File: src/rtl/lifo_edge_detect.sv
// Rising-edge qualifier for a level strobe: one pulse per assertion.
// The strobe must be sampled low on at least one edge before it can fire again.

module lifo_edge_detect (
    input  logic clk,
    input  logic reset,
    input  logic strobe,
    output logic pulse
);

    logic strobe_q;

    always_ff @(posedge clk or negedge reset) begin
        if (!reset) begin
            strobe_q <= 1'b0;
        end else begin
            strobe_q <= strobe;
        end
    end

    assign pulse = strobe & ~strobe_q;

endmodule

File: src/rtl/lifo.sv
// Parameterized LIFO stack with edge-qualified push/pop strobes and a registered pop output.
// A simultaneous push and pop on a non-empty stack swaps the top entry.

module lifo #(
    parameter int Input_Data_Width = 8,
    parameter int LIFO_Depth       = 8
) (
    input  logic                        clk,
    input  logic                        reset,
    input  logic                        Write,
    input  logic                        Read,
    input  logic [Input_Data_Width-1:0] Data_in,
    output logic [Input_Data_Width-1:0] Data_out,
    output logic                        LIFO_Full,
    output logic                        LIFO_Empty
);

    localparam int CntW = $clog2(LIFO_Depth + 1);
    localparam int AddrW = $clog2(LIFO_Depth);
    localparam logic [CntW-1:0] DepthCnt = CntW'(LIFO_Depth);

    logic [Input_Data_Width-1:0] mem [LIFO_Depth];
    logic [CntW-1:0]             count;
    logic [CntW-1:0]             count_d;
    logic [Input_Data_Width-1:0] data_out_d;
    logic                        push_req;
    logic                        pop_req;
    logic                        do_push;
    logic                        do_pop;
    logic                        do_swap;
    logic                        mem_we;
    logic [AddrW-1:0]            wr_addr;
    logic [AddrW-1:0]            rd_addr;

    lifo_edge_detect u_write_edge (
        .clk    (clk),
        .reset  (reset),
        .strobe (Write),
        .pulse  (push_req)
    );

    lifo_edge_detect u_read_edge (
        .clk    (clk),
        .reset  (reset),
        .strobe (Read),
        .pulse  (pop_req)
    );

    assign LIFO_Empty = (count == '0);
    assign LIFO_Full  = (count == DepthCnt);

    always_comb begin
        // Swap is legal even when full; push+pop on empty degrades to a plain push.
        do_swap    = push_req & pop_req & ~LIFO_Empty;
        do_push    = push_req & ~do_swap & ~LIFO_Full;
        do_pop     = pop_req & ~push_req & ~LIFO_Empty;
        mem_we     = do_push | do_swap;
        rd_addr    = AddrW'(count - 1'b1);
        wr_addr    = do_swap ? rd_addr : AddrW'(count);
        count_d    = count;
        data_out_d = Data_out;
        if (do_push) begin
            count_d = count + 1'b1;
        end else if (do_pop) begin
            count_d = count - 1'b1;
        end
        if (do_pop || do_swap) begin
            data_out_d = mem[rd_addr];
        end
    end

    always_ff @(posedge clk or negedge reset) begin
        if (!reset) begin
            count    <= '0;
            Data_out <= '0;
        end else begin
            count    <= count_d;
            Data_out <= data_out_d;
        end
    end

    // Storage is deliberately left uninitialised by reset.
    always_ff @(posedge clk) begin
        if (mem_we) begin
            mem[wr_addr] <= Data_in;
        end
    end

endmodule

File: config.mk
export PLATFORM = sky130hd
export DESIGN_NAME = lifo
export DESIGN_NICKNAME = d
export VERILOG_FILES = /design/src/rtl/lifo_edge_detect.sv /design/src/rtl/lifo.sv
export SDC_FILE = /design/constraint.sdc
export NUM_CORES = 1
export LEC_CHECK = 0
export BUFFER_PORTS_ARGS = -buffer_cell sky130_fd_sc_hd__buf_2
export CAP_MARGIN = 20
export CORE_MARGIN = 10
export CORE_UTILIZATION = 46
export DETAILED_ROUTE_END_ITERATION = 7
export PLACE_DENSITY_LB_ADDON = 0.3
export SLEW_MARGIN = 20
export SYNTH_ARGS = -nofsm -noshare
export SYNTH_HDL_FRONTEND = slang
export SYNTH_SLANG_ARGS = --single-unit
File: constraint.sdc
create_clock -name clk -period 2.8 [get_ports clk]
set_input_delay 0.7 -clock clk [delete_from_list [all_inputs] [get_ports clk]]
set_output_delay 0.7 -clock clk [all_outputs]
set_load 0.01 [all_outputs]
==> summary.md, run 1 <==
| Metric | Value |
|---|---|
| Crit-path max FO | `11` |
| Post-synth ARST share | `17.9%` |
| Number of detailed-route iterations in the first pass | `4` |
| Initial DRC count | `approximately 160` |
| Lkg Pwr | `between 1 and 1.5 nW` |
| Ys flop type | `edfxtp_1` |
| DP Wirelength | `around 4700 um` |
| Die X | `106 um` |
| Die span in y | `approximately 110 um` |
| Count leader, synth | `edfxtp_1` |
| Reg2reg setup slack | `around 0.38 ns` |
| # diodes | `0` |
| Largest family of logic cells by synthesized area | `multiplexers` |
| Overall Power | `approximately 4 mW` |
| Synth Area in XOR/XNOR | `between 1 and 1.5%` |
| Worst R2R End | `mem[3][7]$_DFFE_PP_` |
| Final worst setup slack | `~0.13 ns` |
| Crit path time final | `roughly 2.7 ns` |
| First-pass GRT wire length | `11300 um` |
| Tcrit/Tclk final | `95.4%` |
| Vias in the first global route | `1981` |
| Distinct cell type count after synthesis | `between 40 and 50` |
| Syn Area/Cell | `approximately 15 um^2` |
| Power Density | `between 1000 and 1500 nW/um^2` |
| Synthesis-stage register bit count | `between 70 and 80` |
| CP cell instances | `inv_1 > ha_1 > nor3b_4 > buf_2` |
| Worst path buffer plus inverter count | `2` |
| Nets | `270` |
| CTS tree | `built` |
| Adder-Cell Fraction of Synth Area | `less than 1%` |
| Slowest-stage cell, CP | `dfrtp_1` |
| CP Class | `flop to primary output` |
| Hold Fails Final Rpt | `0` |
| Dominant cells by area after synthesis | `edfxtp_1 57%, mux2_2 11%, dfrtp_1 10%, o22ai_1 3.1%, o31ai_1 2.0%` |
| Overflow after GRT | `0` |
| Cell Area, Placed | `3630 um^2` |
| DRC | `0` |
| H-Tree Level Count | `3` |
| RSZ-0062 raised after global routing | `no` |
| Top-Level Pins | `22` |
| Area growth, synth to finish | `12.6%` |
| Crit path max-delay family | `flip-flops` |
| Pre-CTS WS | `around 0.4 ns` |
| R2R depth | `7` |
| Slew HR | `around two thirds` |
| Post-synthesis mux area share | `11.5%` |
| Setup_tns | `0 ns` |
| Full die area | `~11000 um^2` |
| Simple-Gate Fraction of Synth Area | `between 6 and 7%` |
| HP Class | `input pin to async pin` |
| Max-slew violations | `0` |
| Worst r2r src | `count[1]$_DFFE_PN0P_` |
| Num CTS Buffers | `9` |
| Max VDD drop | `about 0.46 mV` |
| Actual slew at the worst max-slew pin | `between 0.4 and 0.5 ns` |
| Setup Fix Bufs, Post-CTS | `0` |
| Max Buffers Root-to-Sink | `2` |
| Synth area leader | `edfxtp_1` |
| Final setup vio count | `0` |
| Post-synth top cells | `64 x edfxtp_1, 32 x mux2_2, 17 x o22ai_1, 14 x dfrtp_1, 14 x nand2_1` |
| Max Cap Viol | `0` |
| Vias | `approximately 2000` |
| Synth Area in Compound Gates | `9.94%` |
| Crit path DAT | `about 2.0 ns` |
| Layout cells sized above 1 | `approximately a third` |
| CORE AREA | `just over 7000 um^2` |
| Largest net degree at the start of global routing | `34` |
| WL/cell | `just under 20 um` |
| YS warnings | `0` |
| Fraction of the yosys area taken by sequential cells | `roughly two thirds` |
| Clk root buf | `clkbuf_8` |
| Number of synthesized flops with an enable pin | `between 60 and 70` |
| Reg clk slew, reported paths | `~0.08 ns` |
| Top-area cell type share of the netlist area | `around 57%` |
| Clock sink count | `78` |
| Initial Util | `46.9%` |
| Critical Path Start Type | `flop` |
| Fmax | `roughly 370 MHz` |
| Clock Latency Late Sink | `around 0.35 ns` |
| Mapped Cells | `226` |
| Initial antenna violation count | `0` |
| Hold buffers post-CTS | `0` |
| Worst Skew | `0.00966 ns` |
| Net Count, Synth | `between 200 and 250` |
| PortBufs | `21` |
| Core Rows | `31` |
| Gr usage total | `a little over an eighth` |
| GP Congestion | `around 0.82` |
| Antenna viol nets, final | `0` |
| Worst path max stage delay | `0.50 ns` |
| DRT Wirelength | `approximately 6900 um` |
| Post-synthesis cell area | `about 3400 um^2` |
| Post_cts resized | `0` |
| Crit end category | `primary output` |
| Crit path required time | `2.10 ns` |
| Post-DR vias/cell | `~5.6` |
| Final Instance Area | `around 3800 um^2` |
| Status | `finished, final reports clean` |
==> layout by cell type (no fill, tap or decap), types with 2 or more instances in the layout <==
master,n
o31ai_1,9
dfrtp_1,14
inv_1,4
nand2b_1,4
nor2b_1,5
ha_1,2
clkbuf_8,11
a21oi_1,4
xnor2_1,2
o22ai_1,17
nor3_1,4
mux2_2,32
xor2_1,2
mux2i_1,3
o21ai_1,2
nor2_1,8
buf_2,21
a211oi_1,2
nand2_1,14
buf_4,10
a32o_1,2
edfxtp_1,64
==> per-layer routing <==
layer | track usage [%] | vias up | share of wire, %
li1 | - | 940 | -
met1 | 18.5 | 980 | 48
met2 | 18.3 | 70 | 44
met3 | 3.29 | 11 | 6.8
met4 | 6.29 | 0 | 1.6
met5 | 0 | - | 0
==> metrics by stage <==
stage | cells | hold slack [ns] | util, %
finish | 360 | 0.278 | 52.9
global route | 360 | 0.281 | 52.9
CTS | 360 | 0.280 | 52.9
detailed placement | 344 | 0.465 | 50.3
global placement | 344 | 0.458 | 50.3
floorplan | 226 | 0.404 | -
==> flip-flops by register name (all words and copies together) (netlist names) <==
signal                 cells
Data_out                   8
count                      4
mem                       64
u_read_edge.strobe_q       1
u_write_edge.strobe_q      1
==> how the worst max path moves through the flow <==
stage	from	endpoint	slack, ns	cells after the start
detailed placement	count[0]$_DFFE_PN0P_	mem[3][7]$_DFFE_PP_	0.41	7
floorplan	count[1]$_DFFE_PN0P_	mem[3][0]$_DFFE_PP_	0.46	9
CTS	count[0]$_DFFE_PN0P_	LIFO_Empty	0.13	4
finish	count[1]$_DFFE_PN0P_	LIFO_Empty	0.13	4
global route	count[1]$_DFFE_PN0P_	LIFO_Empty	0.005	4
global placement	count[0]$_DFFE_PN0P_	mem[5][7]$_DFFE_PP_	0.47	7
==> layout make-up <==
type | count | area, um^2
well taps | 99 | 124
multi-input cells | 130 | 1010
inverters | 5 | 18.8
clock inverters | 4 | 30.0
flip-flops and latches | 78 | 2270
repair buffers | 32 | 200
fillers | 633 | 3400
clock buffers | 12 | 155
==> cells by family (layout without fill, tap and decap cells) <==
logic type               after synthesis  count (layout)
flip-flops                            78              78
AND/OR/NAND/NOR                       42              42
XOR/XNOR                               4               4
AO/OA/AOI/OAI                         47              47
multiplexers                          35              35
adder cells (fa/ha/maj)                2               2
buffers and inverters                 18              53
==> power by group <==
| part | switching [mW] | internal [mW] | leakage (nW) |
|---|---|---|---|
| Combinational | 0.924 | 0.756 | 0.511 |
| Sequential | 0.126 | 1.42 | 0.747 |
| Clock | 0.407 | 0.374 | 0.0930 |
| Total | 1.46 | 2.55 | 1.35 |
Power figures use the tool's default switching activity.
==> inputs of run 2 (changes only) <==
--- a/config.mk
+++ b/config.mk
@@ -10,6 +10,7 @@
 export CORE_MARGIN = 10
 export CORE_UTILIZATION = 46
 export DETAILED_ROUTE_END_ITERATION = 7
+export MAX_ROUTING_LAYER = met4
 export PLACE_DENSITY_LB_ADDON = 0.3
 export SLEW_MARGIN = 20
 export SYNTH_ARGS = -nofsm -noshare
==> run 2 against run 1 <==
Effect of this change:
- first-iteration DRC count decreased by 1.3%
- global-route usage increased by 0.39 points
- maximum frequency increased by 0.12%
- final cell count unchanged
==> summary.md, run 2 (synthesis results as in run 1) <==
| Metric | Value |
|---|---|
| Nets | `between 200 and 300` |
| Slowest-stage cell, CP | `dfrtp_1` |
| Initial DRC count | `156` |
| Vias in the first global route | `1980` |
| DRC | `0` |
| Hold Fails Final Rpt | `0` |
| CP Class | `flop to primary output` |
| Critical Path Start Type | `flop` |
| RSZ-0062 raised after global routing | `no` |
| Largest net degree at the start of global routing | `34` |
| Layout cells sized above 1 | `32.2%` |
| Setup_tns | `0 ns` |
| Gr usage total | `between 10% and 20%` |
| Initial antenna violation count | `0` |
| PortBufs | `21` |
| WL/cell | `~19 um` |
| GR met3 Demand/Resource | `under 10%` |
| Final setup vio count | `0` |
| Number of cells on the critical path | `4` |
| Seq. cell area | `2270 um^2` |
| Reg clk slew, reported paths | `0.08 ns` |
| # diodes | `0` |
| DRT Wirelength | `around 7000 um` |
| Tcrit/Tclk final | `between 90% and 100%` |
| Max Cap Viol | `0` |
| DP Wirelength | `about 4700 um` |
| Number of detailed-route iterations in the first pass | `4` |
| Power Density | `1050 nW/um^2` |
| Clock sink count | `roughly 80` |
| Lkg Pwr | `approximately 1.4 nW` |
| Crit path time final | `around 2.7 ns` |
| GRT Max-Usage Layer | `met1` |
| Max VDD drop | `between 0.4 and 0.5 mV` |
| CTS tree | `built` |
| Max Buffers Root-to-Sink | `2` |
| Crit end category | `primary output` |
| Multi-input gate area | `just over 1000 um^2` |
| Filler cells | `between 600 and 700` |
| Worst path buffer plus inverter count | `2` |
| Largest register FFs | `64` |
| Crit path max-delay family | `flip-flops` |
| Initial Util | `between 40% and 50%` |
| HP Class | `input pin to async pin` |
| Num CTS Buffers | `9` |
| Post-DR vias/cell | `5.56` |
| GP Congestion | `0.831` |
| R2R depth | `7` |
| Slew HR | `just under 70%` |
| Hold buffers post-CTS | `0` |
| CORE AREA | `approximately 7200 um^2` |
| Post_cts resized | `0` |
| Met2 global-route usage | `about 18%` |
| Top-Level Pins | `22` |
| Max-slew violations | `0` |
| First-pass GRT wire length | `roughly 11000 um` |
| Worst Skew | `between 0.005 and 0.006 ns` |
| Full die area | `about 11000 um^2` |
| Antenna viol nets, final | `0` |
| Largest Register | `mem` |
| Overflow after GRT | `0` |
| Worst path max stage delay | `approximately 0.48 ns` |
| Setup Fix Bufs, Post-CTS | `0` |
| Biggest regs | `mem (64), Data_out (8), count (4)` |
| Crit-path max FO | `10` |
| Status | `finished, final reports clean` |
| Fmax | `375 MHz` |
| Actual slew at the worst max-slew pin | `roughly 0.48 ns` |
| Commonest cells after routing, fill and taps aside | `64 x edfxtp_1, 32 x mux2_2, 21 x buf_2` |
| Core Rows | `31` |
| Die X | `about 110 um` |
| CP cell instances | `inv_2 > ha_1 > nor3b_4 > buf_2` |
| Die span in y | `roughly 110 um` |
| H-Tree Level Count | `3` |
| Vias | `2002` |
| Clk root buf | `clkbuf_8` |
| Met1 Use GR | `between 10% and 20%` |
| Crit path required time | `~2.1 ns` |
| Area growth, synth to finish | `12.6%` |
| Clock Latency Late Sink | `approximately 0.34 ns` |
| Hold WS | `0.284 ns` |
| Crit path DAT | `1.97 ns` |
| Most common cell after layout, fill and taps aside | `edfxtp_1` |
==> run 2: worst paths after layout <==
path / start / slack [ns] / end
hold reg to reg: Data_out[6]$_DFFE_PN0P_ / 0.48 / Data_out[6]$_DFFE_PN0P_
max in group asynchronous: reset / 2.22 / Data_out[5]$_DFFE_PN0P_
min in group clk: Data_out[6]$_DFFE_PN0P_ / 0.48 / Data_out[6]$_DFFE_PN0P_
setup / recovery: count[0]$_DFFE_PN0P_ / 0.13 / LIFO_Empty
setup reg to reg: count[0]$_DFFE_PN0P_ / 0.37 / mem[3][7]$_DFFE_PP_
hold / removal: reset / 0.28 / u_write_edge.strobe_q$_DFF_PN0_
==> run 2: power breakdown <==
part           switching, mW  internal (mW)
registers              0.126           1.42
clock network          0.402          0.374
logic                  0.923          0.756
total                   1.45           2.55
==> run 2: metal layers <==
| layer | routed length (um) | up-vias | share of wire [%] |
|---|---|---|---|
| li1 | - | 939 | - |
| met1 | 3430 | 998 | 50 |
| met2 | 3020 | 56 | 44 |
| met3 | 344 | 9 | 5.0 |
| met4 | 118 | 0 | 1.7 |
| met5 | 0 | - | 0 |
==> run 2: cell type report <==
type	instances	share of cell area [%]
inverters	5	0.492
clock buffers	12	4.07
repair buffers	32	5.25
clock inverters	4	0.787
well taps	99	3.25
multi-input cells	130	26.6
flip-flops and latches	78	59.6
==> run 2: worst register-to-register path: stages (launching register included) <==
cell and delay [ns]:
dfrtp_1 0.48, inv_2 0.16, ha_1 0.39, nand2b_1 0.30, a211oi_1 0.28, o21ai_1 0.16
nor2b_1 0.17, buf_4 0.20
==> run 2: through the flow <==
step / cells / cell area, um^2 / total power, mW / setup slack, ns / util [%]
2_1_floorplan: 226 / 3390 / 2.82 / 0.460 / -
3_3_place_gp: 344 / 3630 / 3.25 / 0.474 / 50.3
3_5_place_dp: 344 / 3630 / 3.25 / 0.406 / 50.3
4_1_cts: 360 / 3810 / 4.03 / 0.129 / 52.9
5_1_grt: 360 / 3810 / 4.25 / 0.00505 / 52.9
6_report: 360 / 3810 / 4.00 / 0.133 / 52.9
==> inputs of run 3 (changes only) <==
--- a/config.mk
+++ b/config.mk
@@ -5,10 +5,11 @@
 export SDC_FILE = /design/constraint.sdc
 export NUM_CORES = 1
 export LEC_CHECK = 0
+export ABC_CLOCK_PERIOD_IN_PS = 2800
 export BUFFER_PORTS_ARGS = -buffer_cell sky130_fd_sc_hd__buf_2
 export CAP_MARGIN = 20
 export CORE_MARGIN = 10
-export CORE_UTILIZATION = 46
+export CORE_UTILIZATION = 30
 export DETAILED_ROUTE_END_ITERATION = 7
 export MAX_ROUTING_LAYER = met4
 export PLACE_DENSITY_LB_ADDON = 0.3
==> run 3 against run 2 <==
Effect of this change:
- setup slack improved by 0.065 ns
- sequential share of layout area decreased by 2.9 points
- power increased by 12%
- register-to-register slack better by 0.09 ns
- critical path depth is the same
- critical endpoint unchanged
==> summary.md, run 3 (synthesis results as in run 1) <==
| Metric | Value |
|---|---|
| Worst Setup SP | `count[0]$_DFFE_PN0P_` |
| Commonest cells after routing, fill and taps aside | `64 x edfxtp_1, 32 x mux2_2, 21 x buf_2` |
| Initial antenna violation count | `0` |
| Post_cts resized | `0` |
| Layout cells sized above 1 | `around a third` |
| DP Wirelength | `around 5200 um` |
| R2R depth | `7` |
| Post-layout util | `36.7%` |
| First-pass GRT wire length | `around 12000 um` |
| Reg clk slew, reported paths | `around 0.060 ns` |
| Slew HR | `between 70% and 80%` |
| Filler cells | `roughly 1100` |
| # diodes | `0` |
| Core Rows | `38` |
| PortBufs | `21` |
| Power Density | `between 1000 and 1500 nW/um^2` |
| Fmax | `roughly 380 MHz` |
| CP Class | `flop to primary output` |
| Largest register FFs | `64` |
| Hold buffers post-CTS | `0` |
| Max Cap Viol | `0` |
| DRT Wirelength | `approximately 7500 um` |
| Max Buffers Root-to-Sink | `2` |
| Worst r2r src | `count[0]$_DFFE_PN0P_` |
| Crit path required time | `around 2.1 ns` |
| Actual slew at the worst max-slew pin | `0.436 ns` |
| Largest net degree at the start of global routing | `34` |
| Nets | `271` |
| WL/cell | `between 15 and 20 um` |
| Final setup vio count | `0` |
| Die X | `approximately 130 um` |
| CORE AREA | `10900 um^2` |
| Worst R2R End | `mem[7][4]$_DFFE_PP_` |
| CTS tree | `built` |
| H-Tree Level Count | `3` |
| Num CTS Buffers | `9` |
| Worst Skew | `about 0.011 ns` |
| Setup Fix Bufs, Post-CTS | `0` |
| Crit end category | `primary output` |
| DRC | `0` |
| Vias in the first global route | `between 2000 and 2500` |
| Initial Util | `31.0%` |
| Top-Level Pins | `22` |
| Status | `finished, final reports clean` |
| Hold Fails Final Rpt | `0` |
| Clk root buf | `clkbuf_16` |
| Initial DRC count | `132` |
| Antenna viol nets, final | `0` |
| Max VDD drop | `0.454 mV` |
| Full die area | `~16000 um^2` |
| Area growth, synth to finish | `18.4%` |
| Reg2reg setup slack | `0.46 ns` |
| Die span in y | `~130 um` |
| Overflow after GRT | `0` |
| Vias | `roughly 2000` |
| Most common cell after layout, fill and taps aside | `edfxtp_1` |
| Post-DR vias/cell | `around 5.0` |
| HP Class | `input pin to async pin` |
| Biggest regs | `mem (64), Data_out (8), count (4)` |
| RSZ-0062 raised after global routing | `no` |
| Lkg Pwr | `between 1 and 1.5 nW` |
| Clock Latency Late Sink | `around 0.33 ns` |
| Critical Path Start Type | `flop` |
| Crit path DAT | `~1.9 ns` |
| Hold WS | `around 0.29 ns` |
| Crit path time final | `roughly 2.6 ns` |
| Max-slew violations | `0` |
| GP Congestion | `0.895` |
| Clock sink count | `78` |
| Tcrit/Tclk final | `92.9%` |
| Setup_tns | `0 ns` |
| Largest Register | `mem` |
| Number of detailed-route iterations in the first pass | `4` |
| Gr usage total | `roughly 10%` |
| Crit-path max FO | `10` |
[run 3: final cells by class]
type | instances | area [um^2] | area share (%)
sequential | 78 | 2270 | 56.7
multi-input combinational | 130 | 1010 | 25.3
clock buffer | 10 | 229 | 5.71
timing repair buffer | 33 | 208 | 5.18
tap | 140 | 175 | 4.37
clock inverter | 6 | 92.6 | 2.31
inverter | 5 | 18.8 | 0.468
[run 3: through the flow]
step / std cells / total power [mW] / setup slack [ns] / area, um^2
after floorplan: 226 / 2.82 / 0.460 / 3390
after global placement: 386 / 3.29 / 0.533 / 3690
after detailed placement: 386 / 3.29 / 0.465 / 3690
after CTS: 402 / 4.54 / 0.194 / 4010
after global routing: 402 / 4.74 / 0.0928 / 4010
final: 402 / 4.49 / 0.197 / 4010
[run 3: worst max-delay path by stage]
stage,endpoint,cells past startpoint
after floorplan,mem[3][0]$_DFFE_PP_,9
final,LIFO_Empty,4
after CTS,LIFO_Empty,4
after global routing,LIFO_Empty,4
after detailed placement,mem[7][4]$_DFFE_PP_,7
after global placement,mem[5][6]$_DFFE_PP_,7
[run 3: routing by layer]
layer  vias to the layer above  GRT usage (%)  share of wire, %
li1                        940              -                 -
met3                        10           2.60               5.5
met5                         -              -                 0
met2                        52           14.7                46
met4                         0           3.88               1.5
met1                       992           12.3                47
[run 3: report_power, final]
group          total [mW]  internal [mW]  switching, mW
Clock                1.25          0.787          0.461
Combinational        1.71          0.765          0.950
Sequential           1.53           1.42          0.110
[run 3: critical path, cell delays in order, from the launching register on]
cell     delay (ns)
dfrtp_1        0.46
inv_2          0.15
ha_1           0.37
nor3b_4        0.39
buf_2          0.20
